<file path="src/rtl/pipe_wreg_if.sv">
// Memory-to-writeback bundle: m_* stage inputs, W_* control and registered outputs.
// The slave modport is the W register; master is whoever drives the memory stage.
interface pipe_wreg_if #(
    parameter int WORD_W  = 64,
    parameter int REG_W   = 4,
    parameter int ICODE_W = 4,
    parameter int STAT_W  = 4,
    parameter int CNT_W   = 32
);
    logic               W_stall;
    logic               W_bubble;
    logic [STAT_W-1:0]  m_stat;
    logic [ICODE_W-1:0] m_icode;
    logic [WORD_W-1:0]  m_valE;
    logic [WORD_W-1:0]  m_valM;
    logic [REG_W-1:0]   m_dstE;
    logic [REG_W-1:0]   m_dstM;

    logic [STAT_W-1:0]  W_stat;
    logic [ICODE_W-1:0] W_icode;
    logic [WORD_W-1:0]  W_valE;
    logic [WORD_W-1:0]  W_valM;
    logic [REG_W-1:0]   W_dstE;
    logic [REG_W-1:0]   W_dstM;
    logic               W_halted;
    logic [CNT_W-1:0]   instr_cnt;
    logic [CNT_W-1:0]   bubble_cnt;
    logic [CNT_W-1:0]   stall_cnt;

    modport slave (
        input  W_stall, W_bubble, m_stat, m_icode, m_valE, m_valM, m_dstE, m_dstM,
        output W_stat, W_icode, W_valE, W_valM, W_dstE, W_dstM, W_halted,
               instr_cnt, bubble_cnt, stall_cnt
    );

    modport master (
        output W_stall, W_bubble, m_stat, m_icode, m_valE, m_valM, m_dstE, m_dstM,
        input  W_stat, W_icode, W_valE, W_valM, W_dstE, W_dstM, W_halted,
               instr_cnt, bubble_cnt, stall_cnt
    );
endinterface

</file>
<file path="src/rtl/pipe_wreg.sv">
// Y86-64 memory-to-writeback pipeline register with stall/bubble control,
// sticky exception-halt freeze and saturating performance counters.
module pipe_wreg #(
    parameter int WORD_W    = 64,
    parameter int REG_W     = 4,
    parameter int ICODE_W   = 4,
    parameter int STAT_W    = 4,
    parameter int CNT_W     = 32,
    parameter int STAT_AOK  = 1,
    parameter int STAT_BUB  = 0,
    parameter int ICODE_NOP = 1,
    parameter int REG_NONE  = 15
) (
    input  logic       clk,
    input  logic       rst,
    pipe_wreg_if.slave bus
);

    localparam logic [STAT_W-1:0]  LP_AOK  = STAT_W'(STAT_AOK);
    localparam logic [STAT_W-1:0]  LP_BUB  = STAT_W'(STAT_BUB);
    localparam logic [ICODE_W-1:0] LP_NOP  = ICODE_W'(ICODE_NOP);
    localparam logic [REG_W-1:0]   LP_NONE = REG_W'(REG_NONE);

    typedef struct packed {
        logic [STAT_W-1:0]  stat;
        logic [ICODE_W-1:0] icode;
        logic [WORD_W-1:0]  valE;
        logic [WORD_W-1:0]  valM;
        logic [REG_W-1:0]   dstE;
        logic [REG_W-1:0]   dstM;
    } wreg_t;

    typedef enum logic [1:0] {
        UPD_LOAD,
        UPD_BUBBLE,
        UPD_STALL,
        UPD_FREEZE
    } upd_t;

    localparam wreg_t LP_BUBBLE_VAL = '{
        stat:  LP_BUB,
        icode: LP_NOP,
        valE:  '0,
        valM:  '0,
        dstE:  LP_NONE,
        dstM:  LP_NONE
    };

    wreg_t            r_w;
    logic             r_halted;
    logic [CNT_W-1:0] r_instr_cnt;
    logic [CNT_W-1:0] r_bubble_cnt;
    logic [CNT_W-1:0] r_stall_cnt;

    wreg_t            w_m;
    upd_t             w_upd;
    logic             w_m_is_bub;
    logic             w_set_halt;
    logic             w_inc_instr;
    logic             w_inc_bubble;
    logic             w_inc_stall;

    always_comb begin
        w_m.stat  = bus.m_stat;
        w_m.icode = bus.m_icode;
        w_m.valE  = bus.m_valE;
        w_m.valM  = bus.m_valM;
        w_m.dstE  = bus.m_dstE;
        w_m.dstM  = bus.m_dstM;
    end

    // Priority below reset: freeze > stall > bubble > load.
    always_comb begin
        w_upd = UPD_LOAD;
        if (r_halted) begin
            w_upd = UPD_FREEZE;
        end else if (bus.W_stall) begin
            w_upd = UPD_STALL;
        end else if (bus.W_bubble) begin
            w_upd = UPD_BUBBLE;
        end
    end

    always_comb begin
        w_m_is_bub   = (bus.m_stat == LP_BUB);
        w_set_halt   = (w_upd == UPD_LOAD) && !w_m_is_bub && (bus.m_stat != LP_AOK);
        w_inc_instr  = (w_upd == UPD_LOAD) && !w_m_is_bub;
        w_inc_bubble = (w_upd == UPD_BUBBLE) || ((w_upd == UPD_LOAD) && w_m_is_bub);
        w_inc_stall  = (w_upd == UPD_STALL);
    end

    always_ff @(posedge clk) begin
        if (rst) begin
            r_w          <= LP_BUBBLE_VAL;
            r_halted     <= 1'b0;
            r_instr_cnt  <= '0;
            r_bubble_cnt <= '0;
            r_stall_cnt  <= '0;
        end else begin
            unique case (w_upd)
                UPD_LOAD:   r_w <= w_m;
                UPD_BUBBLE: r_w <= LP_BUBBLE_VAL;
                default:    r_w <= r_w;
            endcase

            if (w_set_halt) begin
                r_halted <= 1'b1;
            end

            // Counters saturate at all-ones rather than wrapping.
            if (w_inc_instr && (r_instr_cnt != '1)) begin
                r_instr_cnt <= r_instr_cnt + CNT_W'(1);
            end
            if (w_inc_bubble && (r_bubble_cnt != '1)) begin
                r_bubble_cnt <= r_bubble_cnt + CNT_W'(1);
            end
            if (w_inc_stall && (r_stall_cnt != '1)) begin
                r_stall_cnt <= r_stall_cnt + CNT_W'(1);
            end
        end
    end

    assign bus.W_stat     = r_w.stat;
    assign bus.W_icode    = r_w.icode;
    assign bus.W_valE     = r_w.valE;
    assign bus.W_valM     = r_w.valM;
    assign bus.W_dstE     = r_w.dstE;
    assign bus.W_dstM     = r_w.dstM;
    assign bus.W_halted   = r_halted;
    assign bus.instr_cnt  = r_instr_cnt;
    assign bus.bubble_cnt = r_bubble_cnt;
    assign bus.stall_cnt  = r_stall_cnt;

endmodule

</file>
<file path="src/flat_wrapper.sv">
// flat-port wrapper written by rule: the top's interface ports become plain ports
module pipe_wreg_flat 
#(
    parameter int WORD_W    = 64,
    parameter int REG_W     = 4,
    parameter int ICODE_W   = 4,
    parameter int STAT_W    = 4,
    parameter int CNT_W     = 32,
    parameter int STAT_AOK  = 1,
    parameter int STAT_BUB  = 0,
    parameter int ICODE_NOP = 1,
    parameter int REG_NONE  = 15
)
  (clk, rst, bus_W_stall, bus_W_bubble, bus_m_stat, bus_m_icode, bus_m_valE, bus_m_valM, bus_m_dstE, bus_m_dstM, bus_W_stat, bus_W_icode, bus_W_valE, bus_W_valM, bus_W_dstE, bus_W_dstM, bus_W_halted, bus_instr_cnt, bus_bubble_cnt, bus_stall_cnt);
  pipe_wreg_if #(.WORD_W(WORD_W), .REG_W(REG_W), .ICODE_W(ICODE_W), .STAT_W(STAT_W), .CNT_W(CNT_W)) bus_i ();
  input  logic clk;
  input  logic rst;
  input wire logic [$bits(bus_i.W_stall)-1:0] bus_W_stall;
  input wire logic [$bits(bus_i.W_bubble)-1:0] bus_W_bubble;
  input wire logic [$bits(bus_i.m_stat)-1:0] bus_m_stat;
  input wire logic [$bits(bus_i.m_icode)-1:0] bus_m_icode;
  input wire logic [$bits(bus_i.m_valE)-1:0] bus_m_valE;
  input wire logic [$bits(bus_i.m_valM)-1:0] bus_m_valM;
  input wire logic [$bits(bus_i.m_dstE)-1:0] bus_m_dstE;
  input wire logic [$bits(bus_i.m_dstM)-1:0] bus_m_dstM;
  output wire logic [$bits(bus_i.W_stat)-1:0] bus_W_stat;
  output wire logic [$bits(bus_i.W_icode)-1:0] bus_W_icode;
  output wire logic [$bits(bus_i.W_valE)-1:0] bus_W_valE;
  output wire logic [$bits(bus_i.W_valM)-1:0] bus_W_valM;
  output wire logic [$bits(bus_i.W_dstE)-1:0] bus_W_dstE;
  output wire logic [$bits(bus_i.W_dstM)-1:0] bus_W_dstM;
  output wire logic [$bits(bus_i.W_halted)-1:0] bus_W_halted;
  output wire logic [$bits(bus_i.instr_cnt)-1:0] bus_instr_cnt;
  output wire logic [$bits(bus_i.bubble_cnt)-1:0] bus_bubble_cnt;
  output wire logic [$bits(bus_i.stall_cnt)-1:0] bus_stall_cnt;
  assign bus_i.W_stall = bus_W_stall;
  assign bus_i.W_bubble = bus_W_bubble;
  assign bus_i.m_stat = bus_m_stat;
  assign bus_i.m_icode = bus_m_icode;
  assign bus_i.m_valE = bus_m_valE;
  assign bus_i.m_valM = bus_m_valM;
  assign bus_i.m_dstE = bus_m_dstE;
  assign bus_i.m_dstM = bus_m_dstM;
  assign bus_W_stat = bus_i.W_stat;
  assign bus_W_icode = bus_i.W_icode;
  assign bus_W_valE = bus_i.W_valE;
  assign bus_W_valM = bus_i.W_valM;
  assign bus_W_dstE = bus_i.W_dstE;
  assign bus_W_dstM = bus_i.W_dstM;
  assign bus_W_halted = bus_i.W_halted;
  assign bus_instr_cnt = bus_i.instr_cnt;
  assign bus_bubble_cnt = bus_i.bubble_cnt;
  assign bus_stall_cnt = bus_i.stall_cnt;
  pipe_wreg #(.WORD_W(WORD_W), .REG_W(REG_W), .ICODE_W(ICODE_W), .STAT_W(STAT_W), .CNT_W(CNT_W), .STAT_AOK(STAT_AOK), .STAT_BUB(STAT_BUB), .ICODE_NOP(ICODE_NOP), .REG_NONE(REG_NONE)) u_core (.clk(clk), .rst(rst), .bus(bus_i));
endmodule
</file>
<file path="config.mk">
export PLATFORM = sky130hd
export DESIGN_NAME = pipe_wreg_flat
export DESIGN_NICKNAME = d
export VERILOG_FILES = /design/src/rtl/pipe_wreg_if.sv /design/src/rtl/pipe_wreg.sv /design/src/flat_wrapper.sv
export SDC_FILE = /design/constraint.sdc
export NUM_CORES = 1
export LEC_CHECK = 0
export CAP_MARGIN = 20
export CORE_ASPECT_RATIO = 0.5
export CORE_UTILIZATION = 41
export CTS_BUF_LIST = sky130_fd_sc_hd__clkbuf_8
export DETAILED_ROUTE_END_ITERATION = 16
export HOLD_SLACK_MARGIN = 0.15
export PLACE_DENSITY = 0.78
export SYNTH_ARGS = -nofsm -noshare
export SYNTH_HDL_FRONTEND = slang
export SYNTH_SLANG_ARGS = --single-unit
</file>
<file path="constraint.sdc">
create_clock -name clk -period 2.2 [get_ports clk]
set_input_delay 0.33 -clock clk [delete_from_list [all_inputs] [get_ports clk]]
set_output_delay 0.33 -clock clk [all_outputs]
set_load 0.01 [all_outputs]
</file>
---- Word-level counts from Yosys, hierarchy flattened ----
Cells that the tools add are included.
storage, ports and cells
  register bits after elaboration ......... 241
  latch bits .............................. 0
  memory bits (writable) .................. 0
  memory bits (read-only) ................. 0
  input bits .............................. 148
  output and inout bits ................... 241
  word-level logic and storage cells ...... 34
  memories ................................ 0
cells by class
  add/subtract/negate cells ............... 3
  multiply operators ...................... 0
  div/mod/pow operators ................... 0
  $lt $le $gt $ge ......................... 0
  eq/ne operators ......................... 6
  shift operators ......................... 0
  mux-type cells .......................... 4
  bitwise logic cells ..................... 0
  reduce and logical (&&, ||, !) cells .... 11
operators with widths
  kind                                                                    count
  144-bit one-hot mux with 2 select lines                                 1
  32-bit by 1-bit adder with 32-bit output (second input constant)        3
  32-bit != test (second input constant)                                  3
  1-bit logical AND                                                       6
  4-bit zero test                                                         1
  2-bit 2-to-1 mux                                                        2
  4-bit by 1-bit != test with 1-bit output (second input constant)        1
  2-bit by 1-bit equality test with 1-bit output (second input constant)  1
  2-bit equality test (second input constant)                             1
  2-bit zero test                                                         1
  2-bit nonzero test                                                      1
  1-bit zero test                                                         1
  1-bit logical OR                                                        1
  1-bit 2-to-1 mux                                                        1

---- Longest topological paths before layout ----
Gate-level depths: netlist (run 1).
  depth in word-level cells ............... 7
  mapped depth ............................ 8

---- Worst setup path before layout (run 1) ----
Ideal clock, no wire load.
  path kind ............................... reg2reg
  from .................................... register u_core.r_bubble_cnt[0] (netlist: u_core.bus.bubble_cnt[0])
  to ...................................... register u_core.r_bubble_cnt[1] (netlist: u_core.bus.bubble_cnt[1])
  setup time .............................. 0.132 ns
  data arrival time ....................... 2.010 ns
  data required time ...................... 2.068 ns
  setup slack ............................. 0.058 ns
  cell stages (with the launch flop) ...... 9
  buffers on the path ..................... 2
  cell sequence ........................... dfxtp_1 ha_1 nand4_1 or3_1 nor4_1 buf_2 buf_2 nand3b_1 a21oi_1
between the ends
  cells in the longest elaborated chain, start to end .. 2
  elaborated cells between the ends (all ways) .. 3
ends and longest elaborated chain
  element                                                                                           RTL line          RTL
  start, declared                                                                                   pipe_wreg.sv:52   logic [CNT_W-1:0] r_bubble_cnt;
  start signal, assigned                                                                            pipe_wreg.sv:115  r_bubble_cnt <= r_bubble_cnt + CNT_W'(1);
  parallel branches: the longest is 2 deep, another holds 32-bit by 1-bit adder with 32-bit output  -
Several ways; the timed one is not identified.
A chain may end at the register's enable or synchronous reset.

---- Worst setup path in the final report (run 1) ----
  from .................................... register u_core.r_bubble_cnt[0] (netlist: u_core.bus.bubble_cnt[0])
  to ...................................... register u_core.r_bubble_cnt[26] (netlist: u_core.bus.bubble_cnt[26])
Same word-level chain as after synthesis.

==> results of run 1 <==
## worst reg2reg max path: stages, from the launching register on
cell	delay (ns)
sky130_fd_sc_hd__dfxtp_1	0.34
sky130_fd_sc_hd__ha_2	0.24
sky130_fd_sc_hd__nand4_1	0.20
sky130_fd_sc_hd__nor4_2	0.34
sky130_fd_sc_hd__buf_4	0.18
sky130_fd_sc_hd__nand3_1	0.18
sky130_fd_sc_hd__nor4_1	0.24
sky130_fd_sc_hd__mux2_2	0.36
## layout make-up
| class | instances | area share |
|---|---|---|
| Inverter | 12 | 0.002920 |
| Multi-Input combinational cell | 915 | 0.3212 |
| Clock buffer | 44 | 0.03819 |
| Tap cell | 336 | 0.02652 |
| Clock inverter | 18 | 0.004972 |
| Sequential cell | 241 | 0.3043 |
| Timing Repair Buffer | 494 | 0.3019 |
## synthesized netlist by cell type, drive strengths merged
cell       n  area, um^2
nand4     37       250.2
nand4b     2       17.52
ha         3       37.54
nand3    161       805.8
and3      10       62.56
o21ba      1       10.01
nor3b      6       50.05
xnor2      1       8.760
nor3      24       140.1
and2       3       18.77
clkbuf    73       274.0
nor2      52       195.2
and4b      1       10.01
or3       29       181.4
and4       4       35.03
o41ai      3       26.28
dfxtp    241        4825
nand3b     2       15.01
o311ai     3       26.28
nor2b     17       106.4
o211a      1       10.01
or4       37       285.3
xor2       8       70.07
o31ai     32       240.2
or2        5       31.28
nor4b      1       8.760
nand2b     1       6.260
o21a       2       15.01
o2111ai    5       43.79
mux2i      2       20.02
o211ai     3       22.52
a21oi    197       986.0
mux2      17       191.4
o21ai     40       203.9
nor4      21       191.4
a211oi     1       7.510
inv       12       45.04
o31a       1       8.760
buf       20       100.1
nand2    182       683.2
## final timing paths
path / startpoint / to / slack, ns / depth (start not counted)
max reg2reg: u_core.bus.bubble_cnt[0] / u_core.bus.bubble_cnt[26] / 0.01 / 7
max: u_core.bus.bubble_cnt[0] / u_core.bus.bubble_cnt[26] / 0.01 / 7
min reg2reg: u_core.bus.W_valM[26] / u_core.bus.W_valM[26] / 0.45 / 2
min: bus_m_valM[53] / u_core.bus.W_valM[53] / 0.38 / 3
## where the power goes
group	switching (uW)	internal, uW
Combinational	533	580
Clock	1770	1810
Sequential	66.2	4480
## per-stage QoR
step / hold WS, ns / utilization / std cells / TNS [ns]
final: 0.3842 / 0.6532 / 2060 / 0
after global routing: 0.3561 / 0.6532 / 2060 / -0.1444
after CTS: 0.3480 / 0.6490 / 2054 / 0
after detailed placement: 0.4422 / 0.6204 / 1991 / -8.399
after global placement: 0.4376 / 0.6204 / 1991 / -4.407
after floorplan: 0.4762 / - / 1261 / 0
## kinds of logic (layout without fill, tap and decap cells)
kind of cell             Yosys count  after routing  synth area share
AND/OR/NAND/NOR                  595            595            0.3014
AO/OA/AOI/OAI                    289            289            0.1559
flip-flops                       241            241            0.4700
buffers and inverters            105            568           0.04083
multiplexers                      19             19           0.02060
XOR/XNOR                           9              9          0.007679
adder cells (fa/ha/maj)            3              3          0.003657
## metal layers
layer / GRT usage / vias to the layer above / part of all wire
met5: 0 / - / 0
met4: 0.08617 / 0 / 0.026
met3: 0.05848 / 81 / 0.056
met2: 0.4447 / 342 / 0.50
met1: 0.3223 / 5362 / 0.42
li1: - / 5432 / -
## state kept, by name, summed over array words and instances (netlist names), 4 cells and up
signal / count
u_core.bus.W_valM: 64
u_core.bus.W_icode: 4
u_core.bus.bubble_cnt: 32
u_core.bus.W_dstM: 4
u_core.bus.W_dstE: 4
u_core.bus.W_stat: 4
u_core.bus.instr_cnt: 32
u_core.bus.W_valE: 64
u_core.bus.stall_cnt: 32
## timing repair
action / 4_1_cts / 5_1_grt
buffers inserted: 0 / 6
endpoints found under the hold margin: 17 / 0
hold buffers: 1 / 0
setup endpoints to repair: 0 / 38
gates resized for setup: 0 / 11
==> load_flow_metrics.sql, run 1 <==
INSERT INTO impl_metrics (metric_group, metric, value, unit) VALUES
('finish', 'multi_input_area', '5092', 'um^2'),
('synth', 'synth.yosys.seq_area_share', '0.4700', ''),
('floorplan', 'die_w', '225.8', 'um'),
('synth', 'post_synth_instance_area', '10270', 'um^2'),
('floorplan', 'floorplan.die_area', '25710', 'um^2'),
('worst_setup_path', 'cpLargestDelayFamily', 'simple AND/OR/NAND/NOR gates', ''),
('timing', 'maxSlewViolCount', '0', ''),
('finish', 'net_count_final', '1851', ''),
('worst_setup_path', 'cp_max_fo', '5', ''),
('synth', 'synth_seq_cells', '241', ''),
('clock_network', 'clk_root_buffer_cell', 'sky130_fd_sc_hd__clkbuf_8', ''),
('synth', 'post_synth_inst_count', '1261', ''),
('power_and_ir_drop', 'power.density', '582.8', 'nW/um^2'),
('route', 'detail_route.drc_violations', '0', ''),
('placement', 'dp_worst_setup_slack', '-0.4292', 'ns'),
('timing', 'final.setup.worst_slack', '0.01238', 'ns'),
('global_routing', 'first_pass_grt_wire_length', '54.74', 'mm'),
('hold_path', 'worstHoldPathType', 'in -> reg', ''),
('clock_network', 'total_clock_buffers_created_by_cts', '36', ''),
('worst_setup_path', 'slowest_stage_delay_on_critical_path', '0.36', 'ns'),
('synth', 'mappedNetlistNets', '1412', ''),
('timing', 'timing.fmax', '457.1', 'MHz'),
('timing', 'setup_violations', '0', ''),
('worst_setup_path', 'crit_type', 'reg -> reg', ''),
('clock_network', 'cts_num_sinks', '241', ''),
('worst_setup_path', 'worst_ep_arrival_time', '2.60', 'ns'),
('floorplan', 'die_height', '113.9', 'um'),
('timing', 'final.setup_skew', '0.02731', 'ns'),
('floorplan', 'initial_core_util', '0.4229', ''),
('finish', 'mostFrequentLayoutCells', '387 x sky130_fd_sc_hd__clkdlybuf4s50_1, 241 x sky130_fd_sc_hd__dfxtp_1, 197 x sky130_fd_sc_hd__a21oi_1', ''),
('worst_setup_path', 'cp_num_buf_inv', '1', ''),
('timing', 'slew-limit-headroom', '0.5591', ''),
('worst_setup_path', 'endpoint_kind', 'register', ''),
('route', 'route.detailed.vias_per_inst', '5.445', ''),
('worst_setup_path', 'timing.critical_path.cells', 'ha_2, nand4_1, nor4_2, buf_4, nand3_1, nor4_1, mux2_2', ''),
('route', 'final_antenna_net_count', '0', ''),
('route', 'detailroute.via_count', '11217', ''),
('floorplan', 'core_area', '24270', 'um^2'),
('clock_network', 'clock_tree.htree_level_count', '2', ''),
('global_routing', 'maximum_number_of_pins_on_one_net_before_global_route_repair', '135', ''),
('synth', 'post_synth.cell_area_avg', '8.141', 'um^2'),
('timing', 'final_hold_viol_count', '0', ''),
('route', 'first_pass_iters', '5', ''),
('floorplan', 'rows', '40', ''),
('placement', 'port_buffers', '388', ''),
('route', 'route.detailed.wl_per_inst', '17.09', 'um'),
('placement', 'detailed_place_hpwl', '24.75', 'mm'),
('power_and_ir_drop', 'vdd.ir_drop.worst', '0.4623', 'mV'),
('finish', 'diodes', '0', ''),
('clock_network', 'clkSlewWorstSetupHoldPaths', '0.07', 'ns'),
('finish', 'num-fill-cells', '2004', ''),
('placement', 'placed_area', '15060', 'um^2'),
('finish', 'regArea', '4825', 'um^2'),
('clock_network', 'tritoncts', 'yes', ''),
('run_status', 'outcome', 'completed', ''),
('placement', 'place.gp.congestion', '0.9022', ''),
('synth', 'synthesis.yosys.warnings', '0', ''),
('synth', 'synth.lib_cells_used.distinct', '53', ''),
('global_routing', 'grt_overflow', '0', ''),
('global_routing', 'grt_pass1_vias', '10677', ''),
('timing', 'worst_pin_slew', '0.6606', 'ns'),
('clock_network', 'clk_latency', '0.53', 'ns'),
('clock_network', 'clk_path_buf_depth', '3', ''),
('finish', 'areaGrowthSynthToFinish', '54.44', '%'),
('run', 'number_of_max_cap_violations', '0', ''),
('route', 'drt_first_iter_violations', '940', ''),
('power_and_ir_drop', 'report.power.total', '9240', 'uW'),
('timing', 'period_minus_slack', '2.188', 'ns'),
('route', 'totalWireLength', '35.21', 'mm'),
('finish', 'leading_cell_type_in_the_layout_fill_and_taps_excluded', 'sky130_fd_sc_hd__clkdlybuf4s50_1', ''),
('global_routing', 'antenna_found_initial', '0', ''),
('worst_setup_path', 'timing.critical_path.slowest_stage_cell', 'sky130_fd_sc_hd__mux2_2', ''),
('power_and_ir_drop', 'leakage_power_summed_over_all_cells', '0.005425', 'uW'),
('timing', 'layout_worst_path_cycle_share', '0.9944', ''),
('worst_setup_path', 'worstPathRequired', '2.61', 'ns'),
('global_routing', 'aggregate_global_route_resource_usage', '0.2592', ''),
('finish', 'layout-drive-gt1-share', '0.1166', ''),
('finish', 'fin_area', '15860', 'um^2'),
('worst_setup_path', 'crit_path_start_kind', 'register', ''),
('floorplan', 'top_level_ports', '389', '');
Note: power is estimated with default switching activity, not from simulation.
==> run 2, diff against run 1 <==
--- a/config.mk
+++ b/config.mk
@@ -6,7 +6,7 @@
 export NUM_CORES = 1
 export LEC_CHECK = 0
 export CAP_MARGIN = 20
-export CORE_ASPECT_RATIO = 0.5
+export CORE_ASPECT_RATIO = 0.75
 export CORE_UTILIZATION = 41
 export CTS_BUF_LIST = sky130_fd_sc_hd__clkbuf_8
 export DETAILED_ROUTE_END_ITERATION = 16
==> run 2 against run 1 <==
Sequential cell count unchanged. Via count increased by 2.2%. Die area fell by 0.12%. Clock power up 4%. Total power grew 2.0%. Largest cell class unchanged. Highest routed layer is now met5.
==> load_flow_metrics.sql, run 2 (synthesis gave the netlist of run 1 again) <==
INSERT INTO impl_metrics (metric_group, metric, value, unit) VALUES
('timing', 'final.setup_skew', '0.01762', 'ns'),
('clock_network', 'tritoncts', 'yes', ''),
('route', 'final_antenna_net_count', '0', ''),
('finish', 'multi_input_area', '5104', 'um^2'),
('floorplan', 'floorplan.die_area', '25680', 'um^2'),
('worst_setup_path', 'timing.critical_path.cells', 'nand4_1, nor4_2, nand3_1, buf_4, or4_1, a21oi_1', ''),
('worst_setup_path', 'crit_type', 'reg -> reg', ''),
('route', 'drt_first_iter_violations', '791', ''),
('route', 'totalWireLength', '36.33', 'mm'),
('timing', 'final_hold_viol_count', '0', ''),
('timing', 'timing.fmax', '472.1', 'MHz'),
('clock_network', 'cts_num_sinks', '241', ''),
('route', 'detailroute.via_count', '11468', ''),
('power_and_ir_drop', 'report.power.total', '9429', 'uW'),
('worst_setup_path', 'slowest_stage_delay_on_critical_path', '0.48', 'ns'),
('finish', 'net_count_final', '1867', ''),
('clock_network', 'total_clock_buffers_created_by_cts', '39', ''),
('timing', 'maxSlewViolCount', '0', ''),
('power_and_ir_drop', 'power.density', '589.1', 'nW/um^2'),
('clock_network', 'clkSlewWorstSetupHoldPaths', '0.06', 'ns'),
('power_and_ir_drop', 'leakage_power_summed_over_all_cells', '0.005518', 'uW'),
('clock_network', 'clock_tree.htree_level_count', '2', ''),
('finish', 'layout-drive-gt1-share', '0.1283', ''),
('timing', 'final.setup.tns', '0', 'ns'),
('floorplan', 'rows', '49', ''),
('timing', 'setup_violations', '0', ''),
('timing', 'period_minus_slack', '2.118', 'ns'),
('global_routing', 'aggregate_global_route_resource_usage', '0.2697', ''),
('finish', 'areaGrowthSynthToFinish', '55.92', '%'),
('finish', 'leading_cell_type_in_the_layout_fill_and_taps_excluded', 'sky130_fd_sc_hd__clkdlybuf4s50_1', ''),
('clock_network', 'clk_root_buffer_cell', 'sky130_fd_sc_hd__clkbuf_8', ''),
('route', 'detail_route.drc_violations', '0', ''),
('floorplan', 'core_area', '24280', 'um^2'),
('finish', 'num-fill-cells', '1995', ''),
('placement', 'port_buffers', '388', ''),
('floorplan', 'initial_core_util', '0.4229', ''),
('global_routing', 'grt_overflow', '0', ''),
('clock_network', 'clk_path_buf_depth', '3', ''),
('route', 'route.detailed.wl_per_inst', '17.55', 'um'),
('floorplan', 'die_height', '139.0', 'um'),
('global_routing', 'maximum_number_of_pins_on_one_net_before_global_route_repair', '77', ''),
('finish', 'fin_area', '16010', 'um^2'),
('timing', 'unrepaired_setup_endpoints_after_global_routing', 'true', ''),
('hold_path', 'worstHoldPathType', 'in -> reg', ''),
('power_and_ir_drop', 'vdd.ir_drop.worst', '0.4599', 'mV'),
('timing', 'timing.hold.ws', '0.3898', 'ns'),
('worst_setup_path', 'endpoint_kind', 'register', ''),
('timing', 'layout_worst_path_cycle_share', '0.9628', ''),
('global_routing', 'grt_pass1_vias', '10793', ''),
('route', 'route.detailed.vias_per_inst', '5.540', ''),
('placement', 'placed_area', '15170', 'um^2'),
('worst_setup_path', 'worst_ep_arrival_time', '2.56', 'ns'),
('finish', 'mostFrequentLayoutCells', '387 x sky130_fd_sc_hd__clkdlybuf4s50_1, 238 x sky130_fd_sc_hd__dfxtp_1, 197 x sky130_fd_sc_hd__a21oi_1', ''),
('timing', 'worst_pin_slew', '0.6516', 'ns'),
('floorplan', 'top_level_ports', '389', ''),
('timing', 'slew-limit-headroom', '0.5651', ''),
('run', 'number_of_max_cap_violations', '0', ''),
('finish', 'regArea', '4828', 'um^2'),
('global_routing', 'antenna_found_initial', '2', ''),
('worst_setup_path', 'cp_max_fo', '6', ''),
('global_routing', 'first_pass_grt_wire_length', '56.19', 'mm'),
('worst_setup_path', 'worstPathRequired', '2.64', 'ns'),
('placement', 'place.gp.congestion', '0.9005', ''),
('worst_setup_path', 'crit_path_start_kind', 'register', ''),
('floorplan', 'die_w', '184.7', 'um'),
('placement', 'detailed_place_hpwl', '25.76', 'mm'),
('run_status', 'outcome', 'completed', ''),
('route', 'first_pass_iters', '5', ''),
('clock_network', 'clk_latency', '0.52', 'ns'),
('worst_setup_path', 'timing.critical_path.slowest_stage_cell', 'sky130_fd_sc_hd__dfxtp_1', '');
==> run 2: changes by cell type in the layout (fill, tap and decap cells not counted), moves of 2 or more <==
cell                         previous run  this run
sky130_fd_sc_hd__clkinvlp_4             2         0
sky130_fd_sc_hd__inv_1                 24        22
sky130_fd_sc_hd__nor3_2                 5         7
sky130_fd_sc_hd__buf_4                 96       110
sky130_fd_sc_hd__dfxtp_1              241       238
sky130_fd_sc_hd__dfxtp_2                0         3
sky130_fd_sc_hd__nand3_1              161       159
sky130_fd_sc_hd__nand3_2                0         2
sky130_fd_sc_hd__clkbuf_8              44        46
sky130_fd_sc_hd__nor3_1                19        17
==> run 2: area by class of cell <==
class / count / area share
multi-input combinational: 915 / 0.3188
clock buffer: 46 / 0.03955
tap: 331 / 0.02587
timing repair buffer: 507 / 0.3049
inverter: 12 / 0.002970
sequential: 241 / 0.3016
clock inverter: 17 / 0.006019
antenna: 1 / 0.0001563
==> run 2: per-stage QoR <==
stage                 util  instances  setup WS [ns]
CTS                 0.6551       2065        0.07837
global placement    0.6247       2001        -0.2652
detailed placement  0.6247       2001        -0.3189
floorplan                -       1261        0.05780
finish              0.6593       2070        0.08189
global route        0.6593       2070       -0.03225
==> run 2: layer usage <==
metal,global-route usage,up-vias,share of wire
li1,-,5468,-
met2,0.4308,504,0.46
met4,0.1157,2,0.037
met5,0,-,0.00036
met1,0.3389,5401,0.41
met3,0.07642,93,0.092
==> run 2: repair_timing <==
action                     CTS  global route
buffers inserted             0             4
hold buffers                 1             0
gates resized for setup      0            15
setup endpoints to repair    0            33
hold endpoints to repair     9             0
==> run 2: where the power goes <==
part	internal, uW	switching (uW)	total, uW	leakage (uW)
sequential	4480	64.8	4550	0.00196
clock	2000	1740	3740	0.000423
combinational	593	547	1140	0.00314
==> run 2: final timing paths <==
check | from | end | slack [ns] | cells past startpoint
min | bus_m_valM[14] | u_core.bus.W_valM[14] | 0.39 | 3
min reg2reg | u_core.bus.W_valM[54] | u_core.bus.W_valM[54] | 0.45 | 2
max | u_core.bus.bubble_cnt[9] | u_core.bus.bubble_cnt[20] | 0.08 | 6
max reg2reg | u_core.bus.bubble_cnt[9] | u_core.bus.bubble_cnt[20] | 0.08 | 6
==> run 2: critical path: cells and delay by family, from the launching register on <==
| kind | cells | cell delay, ns |
|---|---|---|
| AOI/OAI and AO/OA | 1 | 0.14 |
| buffers and inverters | 1 | 0.19 |
| DFF | 1 | 0.48 |
| and+or+nand+nor | 4 | 1.22 |
